[src/rtl/dcache_miss_ctrl.sv]
// dcache_miss_ctrl: memory-side miss/writeback controller for the data cache.
// A miss with a dirty victim first stores the victim, then loads the missing
// block, fills the array for one cycle and returns the block to the core.
// Only one miss is outstanding at a time.
// Optional feature macro: DCACHE_MISS_STATS_EN adds saturating miss_count and
// wb_count outputs; with the macro undefined those ports do not exist.
module dcache_miss_ctrl #(
    parameter int TAG_W     = 8,
    parameter int IDX_W     = 3,
    parameter int BLOCK_W   = 64,
    parameter int ADDR_W    = 32,
    parameter int MEM_TAG_W = 4
) (
    input  logic                 clock,
    input  logic                 reset,
    input  logic                 req_valid,
    input  logic                 req_write,
    input  logic [TAG_W-1:0]     req_tag,
    input  logic [IDX_W-1:0]     req_index,
    input  logic [BLOCK_W-1:0]   req_data,
    input  logic                 cache_miss,
    input  logic                 victim_dirty,
    input  logic [BLOCK_W-1:0]   victim_data,
    input  logic [TAG_W-1:0]     victim_tag,
    input  logic [IDX_W-1:0]     victim_index,
    output logic                 ctrl_busy,
    output logic [1:0]           mem_command,
    output logic [ADDR_W-1:0]    mem_addr,
    output logic [BLOCK_W-1:0]   mem_data,
    input  logic [MEM_TAG_W-1:0] mem_response,
    input  logic [BLOCK_W-1:0]   mem_data_in,
    input  logic [MEM_TAG_W-1:0] mem_tag,
    output logic                 fill_valid,
    output logic [TAG_W-1:0]     fill_tag,
    output logic [IDX_W-1:0]     fill_index,
    output logic [BLOCK_W-1:0]   fill_data,
    output logic                 fill_dirty,
    output logic                 resp_valid,
    output logic [BLOCK_W-1:0]   resp_data
`ifdef DCACHE_MISS_STATS_EN
    ,
    output logic [15:0]          miss_count,
    output logic [15:0]          wb_count
`endif
);

    localparam logic [1:0] CMD_NONE  = 2'd0;
    localparam logic [1:0] CMD_LOAD  = 2'd1;
    localparam logic [1:0] CMD_STORE = 2'd2;
    localparam int         PAD_W     = ADDR_W - TAG_W - IDX_W - 3;

    typedef enum logic [2:0] {
        IDLE,
        WB_REQ,
        FILL_REQ,
        FILL_WAIT,
        FILL_WR
    } state_t;

    state_t state;
    state_t state_next;

    logic                 req_write_q;
    logic [TAG_W-1:0]     req_tag_q;
    logic [IDX_W-1:0]     req_index_q;
    logic [BLOCK_W-1:0]   req_data_q;
    logic [BLOCK_W-1:0]   victim_data_q;
    logic [TAG_W-1:0]     victim_tag_q;
    logic [IDX_W-1:0]     victim_index_q;
    logic [MEM_TAG_W-1:0] pending_q;
    logic [BLOCK_W-1:0]   line_q;

    logic accept_req;
    logic wb_accept;
    logic load_accept;
    logic tag_match;

    // Block-aligned byte address: zero-extended {tag, index} over 8-byte blocks.
    function automatic logic [ADDR_W-1:0] block_addr(input logic [TAG_W-1:0] tag,
                                                     input logic [IDX_W-1:0] index);
        block_addr = {{PAD_W{1'b0}}, tag, index, 3'b000};
    endfunction

    assign accept_req  = (state == IDLE) && req_valid && cache_miss;
    assign wb_accept   = (state == WB_REQ) && (mem_response != '0);
    assign load_accept = (state == FILL_REQ) && (mem_response != '0);
    assign tag_match   = (state == FILL_WAIT) && (mem_tag != '0) && (mem_tag == pending_q);

    assign ctrl_busy = (state != IDLE);

    // State register; reset abandons any miss in flight.
    always_ff @(posedge clock or negedge reset) begin
        if (!reset) begin
            state <= IDLE;
        end else begin
            state <= state_next;
        end
    end

    // Capture the request and victim at miss start, the memory tag when the load
    // is accepted, and the returned line when its tag comes back.
    always_ff @(posedge clock or negedge reset) begin
        if (!reset) begin
            req_write_q    <= 1'b0;
            req_tag_q      <= '0;
            req_index_q    <= '0;
            req_data_q     <= '0;
            victim_data_q  <= '0;
            victim_tag_q   <= '0;
            victim_index_q <= '0;
            pending_q      <= '0;
            line_q         <= '0;
        end else begin
            if (accept_req) begin
                req_write_q    <= req_write;
                req_tag_q      <= req_tag;
                req_index_q    <= req_index;
                req_data_q     <= req_data;
                victim_data_q  <= victim_data;
                victim_tag_q   <= victim_tag;
                victim_index_q <= victim_index;
            end
            if (load_accept) begin
                pending_q <= mem_response;
            end
            if (tag_match) begin
                line_q <= mem_data_in;
            end
        end
    end

    // Next-state selection and Moore outputs, all driven from registered state.
    always_comb begin
        state_next  = state;
        mem_command = CMD_NONE;
        mem_addr    = '0;
        mem_data    = '0;
        fill_valid  = 1'b0;
        fill_tag    = '0;
        fill_index  = '0;
        fill_data   = '0;
        fill_dirty  = 1'b0;
        resp_valid  = 1'b0;
        resp_data   = '0;
        case (state)
            IDLE: begin
                if (req_valid && cache_miss) begin
                    state_next = victim_dirty ? WB_REQ : FILL_REQ;
                end
            end
            WB_REQ: begin
                mem_command = CMD_STORE;
                mem_addr    = block_addr(victim_tag_q, victim_index_q);
                mem_data    = victim_data_q;
                if (mem_response != '0) begin
                    state_next = FILL_REQ;
                end
            end
            FILL_REQ: begin
                mem_command = CMD_LOAD;
                mem_addr    = block_addr(req_tag_q, req_index_q);
                if (mem_response != '0) begin
                    state_next = FILL_WAIT;
                end
            end
            FILL_WAIT: begin
                if ((mem_tag != '0) && (mem_tag == pending_q)) begin
                    state_next = FILL_WR;
                end
            end
            FILL_WR: begin
                fill_valid = 1'b1;
                fill_tag   = req_tag_q;
                fill_index = req_index_q;
                fill_data  = req_write_q ? req_data_q : line_q;
                fill_dirty = req_write_q;
                resp_valid = 1'b1;
                resp_data  = line_q;
                state_next = IDLE;
            end
            default: begin
                state_next = IDLE;
            end
        endcase
    end

`ifdef DCACHE_MISS_STATS_EN
    // Saturating counters of misses started and victim writebacks accepted.
    always_ff @(posedge clock or negedge reset) begin
        if (!reset) begin
            miss_count <= '0;
            wb_count   <= '0;
        end else begin
            if (accept_req && (miss_count != 16'hFFFF)) begin
                miss_count <= miss_count + 16'd1;
            end
            if (wb_accept && (wb_count != 16'hFFFF)) begin
                wb_count <= wb_count + 16'd1;
            end
        end
    end
`endif

endmodule

[config.mk]
export PLATFORM = sky130hd
export DESIGN_NAME = dcache_miss_ctrl
export DESIGN_NICKNAME = d
export VERILOG_FILES = /design/src/rtl/dcache_miss_ctrl.sv
export SDC_FILE = /design/constraint.sdc
export NUM_CORES = 1
export LEC_CHECK = 0
export CORE_AREA = 8 8 176 178
export DETAILED_ROUTE_END_ITERATION = 10
export DIE_AREA = 0 0 184 186
export DONT_BUFFER_PORTS = 1
export SYNTH_ARGS = -nofsm -noshare
export SYNTH_HDL_FRONTEND = slang
export SYNTH_SLANG_ARGS = --single-unit
[constraint.sdc]
create_clock -name clock -period 2.1 [get_ports clock]
set_input_delay 0.42 -clock clock [delete_from_list [all_inputs] [get_ports clock]]
set_output_delay 0.42 -clock clock [all_outputs]
set_load 0.02 [all_outputs]
After elaboration in Yosys (flattened, before gate mapping):

Cells that the tools add are included.

* output and inout port bits: 241
* register bits: 222
* logic and storage cells: 47

* equality and inequality tests: 9
* reduce and logical (&&, ||, !) cells: 12
* multiplexer cells: 16

Operator list (count)
* $mux W64: 4
* $pmux W14 S2: 1
* $mux W3: 5
* $pmux W3 S4: 1
* $mux W8: 1
* $ne A2 B1 Y1 const B: 4
* $reduce_bool A4 Y1: 2
* $logic_and A1 B1 Y1: 7
* $eq A3 B2 Y1 const B: 2
* $eq A4 B4 Y1: 1
* $pmux W2 S2: 1
* $reduce_and A4 Y1: 1
* $eq A3 B1 Y1 const B: 1
* $eq A3 B3 Y1 const B: 1
* $logic_not A3 Y1: 1
* $reduce_bool A3 Y1: 1
* $mux W1: 2
* $mux W2: 1

Longest topological paths before layout:

* word-level depth: 4
* mapped depth: 6

Least setup slack after synthesis:

Ideal clock, no wire load.

* path type: flip-flop to output port
* start: register state[0]
* end: output port resp_valid
* path slack: 0.155 ns
* arrival time: 1.525 ns
* cell stages (with the launch flop): 7
* data required time: 1.680 ns
* cells stage by stage: dfrtp_1 nor2_1 nand2_1 clkbuf_1 clkbuf_1 inv_1 buf_4

* cells in the longest elaborated chain, start to end: 2

RTL lines
* from (decl): line 60 `state_t state;`
* from (signal assigned): line 96 `state <= state_next;`
* $eq A3 B3 Y1
* $mux W1
* to (decl): line 38 `output logic resp_valid,`

Every way passes these cells.

Worst setup path after layout:

* start: register state[1]
* end: output port resp_data[51]

* cells in the longest elaborated chain, start to end: 2

RTL lines
* $eq A3 B3 Y1: line 145 `case (state)`
* $mux W64: line 145
* to (decl): line 39 `output logic [BLOCK_W-1:0] resp_data`

Every way passes these cells.

==> results <==
-- cell type report --
type / instances / share of cell area, %
antenna: 4 / 0.0654
clock buffer: 41 / 5.06
clock inverter: 2 / 0.0654
inverter: 2 / 0.0980
multi-input combinational: 548 / 40.0
sequential: 222 / 36.3
tap: 384 / 3.14
timing repair buffer: 163 / 15.3
-- cells in the mapped netlist --
library cell / n
buf_8: 1
o31a_1: 1
o31ai_1: 4
dfrtp_1: 222
a22o_1: 15
nor4_1: 2
buf_4: 28
mux2_1: 90
mux2i_1: 65
buf_1: 1
xor2_1: 4
nor2_1: 66
nor2b_1: 3
inv_1: 2
nand2_1: 2
nor3_2: 1
nor3b_1: 1
and3_1: 76
nor3_1: 1
conb_1: 1
mux2_2: 125
a41oi_1: 1
a21boi_0: 1
or3_4: 1
buf_2: 9
buf_6: 14
clkbuf_1: 34
and2_1: 64
nand4_1: 2
nor2_8: 1
a21oi_1: 1
-- repair_timing --
action | 4_1_cts | 5_1_grt
pin swaps | 26 | 62
gates cloned | 12 | 13
setup endpoints to repair | 220 | 262
buffers inserted | 21 | 8
gates resized for setup | 306 | 313
hold endpoints to repair | 222 | 222
-- sequential cells by signal (all words and copies together), names as in the netlist --
| register | count |
|---|---|
| req_write_q | 1 |
| req_index_q | 3 |
| state | 3 |
| line_q | 64 |
| req_data_q | 64 |
| pending_q | 4 |
| req_tag_q | 8 |
| victim_data_q | 64 |
| victim_index_q | 3 |
| victim_tag_q | 8 |
-- power groups by stage --
stage,registers [uW],clock network (uW),logic [uW]
global route,8450,4440,7310
finish,8200,4190,6910
CTS,7840,4290,5640
global placement,7700,0,4470
floorplan,7160,0,3700
detailed placement,7770,0,4590
-- metrics by stage --
| stage | hold slack, ns | power, uW | instance area (um^2) | cells | utilization (%) |
|---|---|---|---|---|---|
| after floorplan | 0.124 | 10900 | 10700 | 859 | - |
| after global placement | 0.132 | 12200 | 11800 | 1271 | 41.8 |
| after detailed placement | 0.132 | 12400 | 11800 | 1271 | 41.8 |
| after CTS | -0.417 | 17800 | 13900 | 1347 | 49.3 |
| after global routing | -0.421 | 20200 | 15300 | 1363 | 54.2 |
| final | -0.396 | 19300 | 15300 | 1366 | 54.2 |
-- metal layers --
metal | GRT usage (%) | up-vias
li1 | - | 3145
met1 | 21.9 | 3762
met4 | 5.03 | 6
met5 | 0 | -
met3 | 7.30 | 58
met2 | 34.0 | 357
-- cell families (layout without fill, tap and decap cells) --
group / after synthesis / in the layout / synth area share, %
mux: 280 / 280 / 28.8
buf+inv: 89 / 208 / 5.32
xor+xnor: 4 / 4 / 0.329
simple gates: 220 / 220 / 11.5
compound gates: 23 / 23 / 1.80
flops: 222 / 222 / 52.1
other cells: 1 / 25 / 0.0352
-- worst paths after layout --
path	startpoint	end	slack [ns]	cells past startpoint
max in group asynchronous	reset	req_write_q	1.99	0
setup reg to reg	state[2]	req_data_q[25]	0.02	6
min in group clock	req_data[22]	req_data_q[22]	0.04	1
setup / recovery	state[1]	resp_data[51]	-0.20	6
hold / removal	reset	line_q[41]	-0.40	0
hold reg to reg	victim_data_q[56]	victim_data_q[56]	0.49	1
==> results by group <==
CTS
  – CTS root buf: clkbuf_16
  – CTS max path bufs: 3
  – Clock Latency Late Sink: 0.51 ns
  – CTS tree: done
  – Number of CTS-inserted buffers: 24
  – Clock transition at the registers of the reported paths: 0.06 ns
  – CTS sink cnt: 222
  – H-Tree Depth: 1

Worst setup path
  – CP max stage cell: dfrtp_2
  – Critical path class: flip-flop to output pin
  – Worst path required time: 1.68 ns
  – Critical path buffers and inverters: 4
  – CP top delay family: buffers and inverters
  – Worst-path cell chain: nor2_4, buf_6, buf_12, buf_12, clkbuf_16, and3_4
  – CP Launch Type: flip-flop
  – CP Capture Type: output pin
  – Worst-path fanout max: 15
  – Most used cell along the critical path: buf_12
  – Worst stage delay on the critical path: between 0.4 and 0.5 ns
  – Worst path arrival time: 1.88 ns

Global routing
  – Grt total ovfl: 0
  – Initial antenna violation count: 5
  – Total track usage: roughly a fifth
  – Pin count of the biggest net entering global routing: 223
  – Vias in the first global route: 7835
  – Global-route wire length before repair: 50600 um

Power
  – Comb power frac: between 30% and 40%
  – Clock Power Share: approximately 22%
  – Share of power burned in registers: a little over two fifths
  – Leak: 0.00658 uW
  – Peak supply drop: 0.750 mV
  – Pwr Density: 1260 nW/um^2
  – NetSw: 6500 uW
  – Cell-internal power: 12800 uW
  – Switching Share: 33.7%

STA
  – Min cycle time layout: 2.30 ns
  – Worst slew margin: between 50% and 60%
  – Setup WS post-layout: -0.204 ns
  – Final worst-path cycle share: 110%
  – Pins Over Slew Limit: 0
  – RSZ-0062 raised after global routing: true
  – Final Hold Fails: 222
  – Setup TNS: -29.69 ns
  – # setup viols final: 219
  – Peak Freq: between 0.4 and 0.5 GHz
  – Clock Skew: between 0.005 and 0.006 ns
  – Slew @ Worst Pin: between 0.6 and 0.7 ns
  – Min Hold Slack: -0.396 ns

Yosys
  – Synth Warn #: 0
  – Mean Syn Cell Area: 12.7 um^2
  – Seq/Total Area, Yosys: 52.1%
  – Distinct cell type count after synthesis: 31
  – Synth top area share: 52.1%
  – Register bit total from synthesis: roughly 220
  – Area leader, netlist: dfrtp_1
  – Synth Cell Area: 10700 um^2
  – Synth area leaders: dfrtp_1 (52%), mux2_2 (13%), mux2_1 (9.5%)
  – Syn Inst Count: 839

Drt
  – Drt first-iter violations: 320
  – Vias: 7328
  – WL met1: 14300 um
  – Top Layer Used: met5
  – Met3 wire len: 3650 um
  – Post-DR wirelength/cell: approximately 28 um
  – Antenna-violating nets left: 0
  – Router iterations before antenna repair: 4
  – DR WL met2: between 15000 and 20000 um
  – DRC viols: 0
  – Routed WL: between 30000 and 40000 um
  – Vias per cell: 5.36

Die
  – Die Y: between 150 and 200 um
  – Num rows: 62
  – Core Footprint: 28200 um^2
  – DIE AREA: between 30000 and 40000 um^2
  – Initial Util: 37.7%
  – Die width: 184 um
  – # IOs: roughly 470

Layout
  – Layout net count: 1189
  – Most frequent cells in the layout: dfrtp_1 (218), mux2_2 (125), mux2_1 (90)
  – Fraction of layout instances using a drive strength above 1: between 60 and 70%
  – Footprint of the multi-input gates: 6120 um^2
  – Area grow syn2layout: 43.8%
  – Seq. cell area: approximately 5600 um^2
  – Most common cell after layout, fill and taps aside: dfrtp_1
  – Fill cell count: 2272

Run
  – Number of max-cap violations: 0

Status
  – Status: finished with violations
  – Violated checks: hold timing, setup timing

Placement
  – I/O Buffers: 0
  – Pre-CTS worst setup slack: roughly 0.10 ns
  – RePlAce Congestion: 0.847
  – Post-DP HPWL: roughly 24000 um

Min path
  – Hold WC Path Type: input port to async pin
No activity file was read; power rests on OpenSTA's default activity.
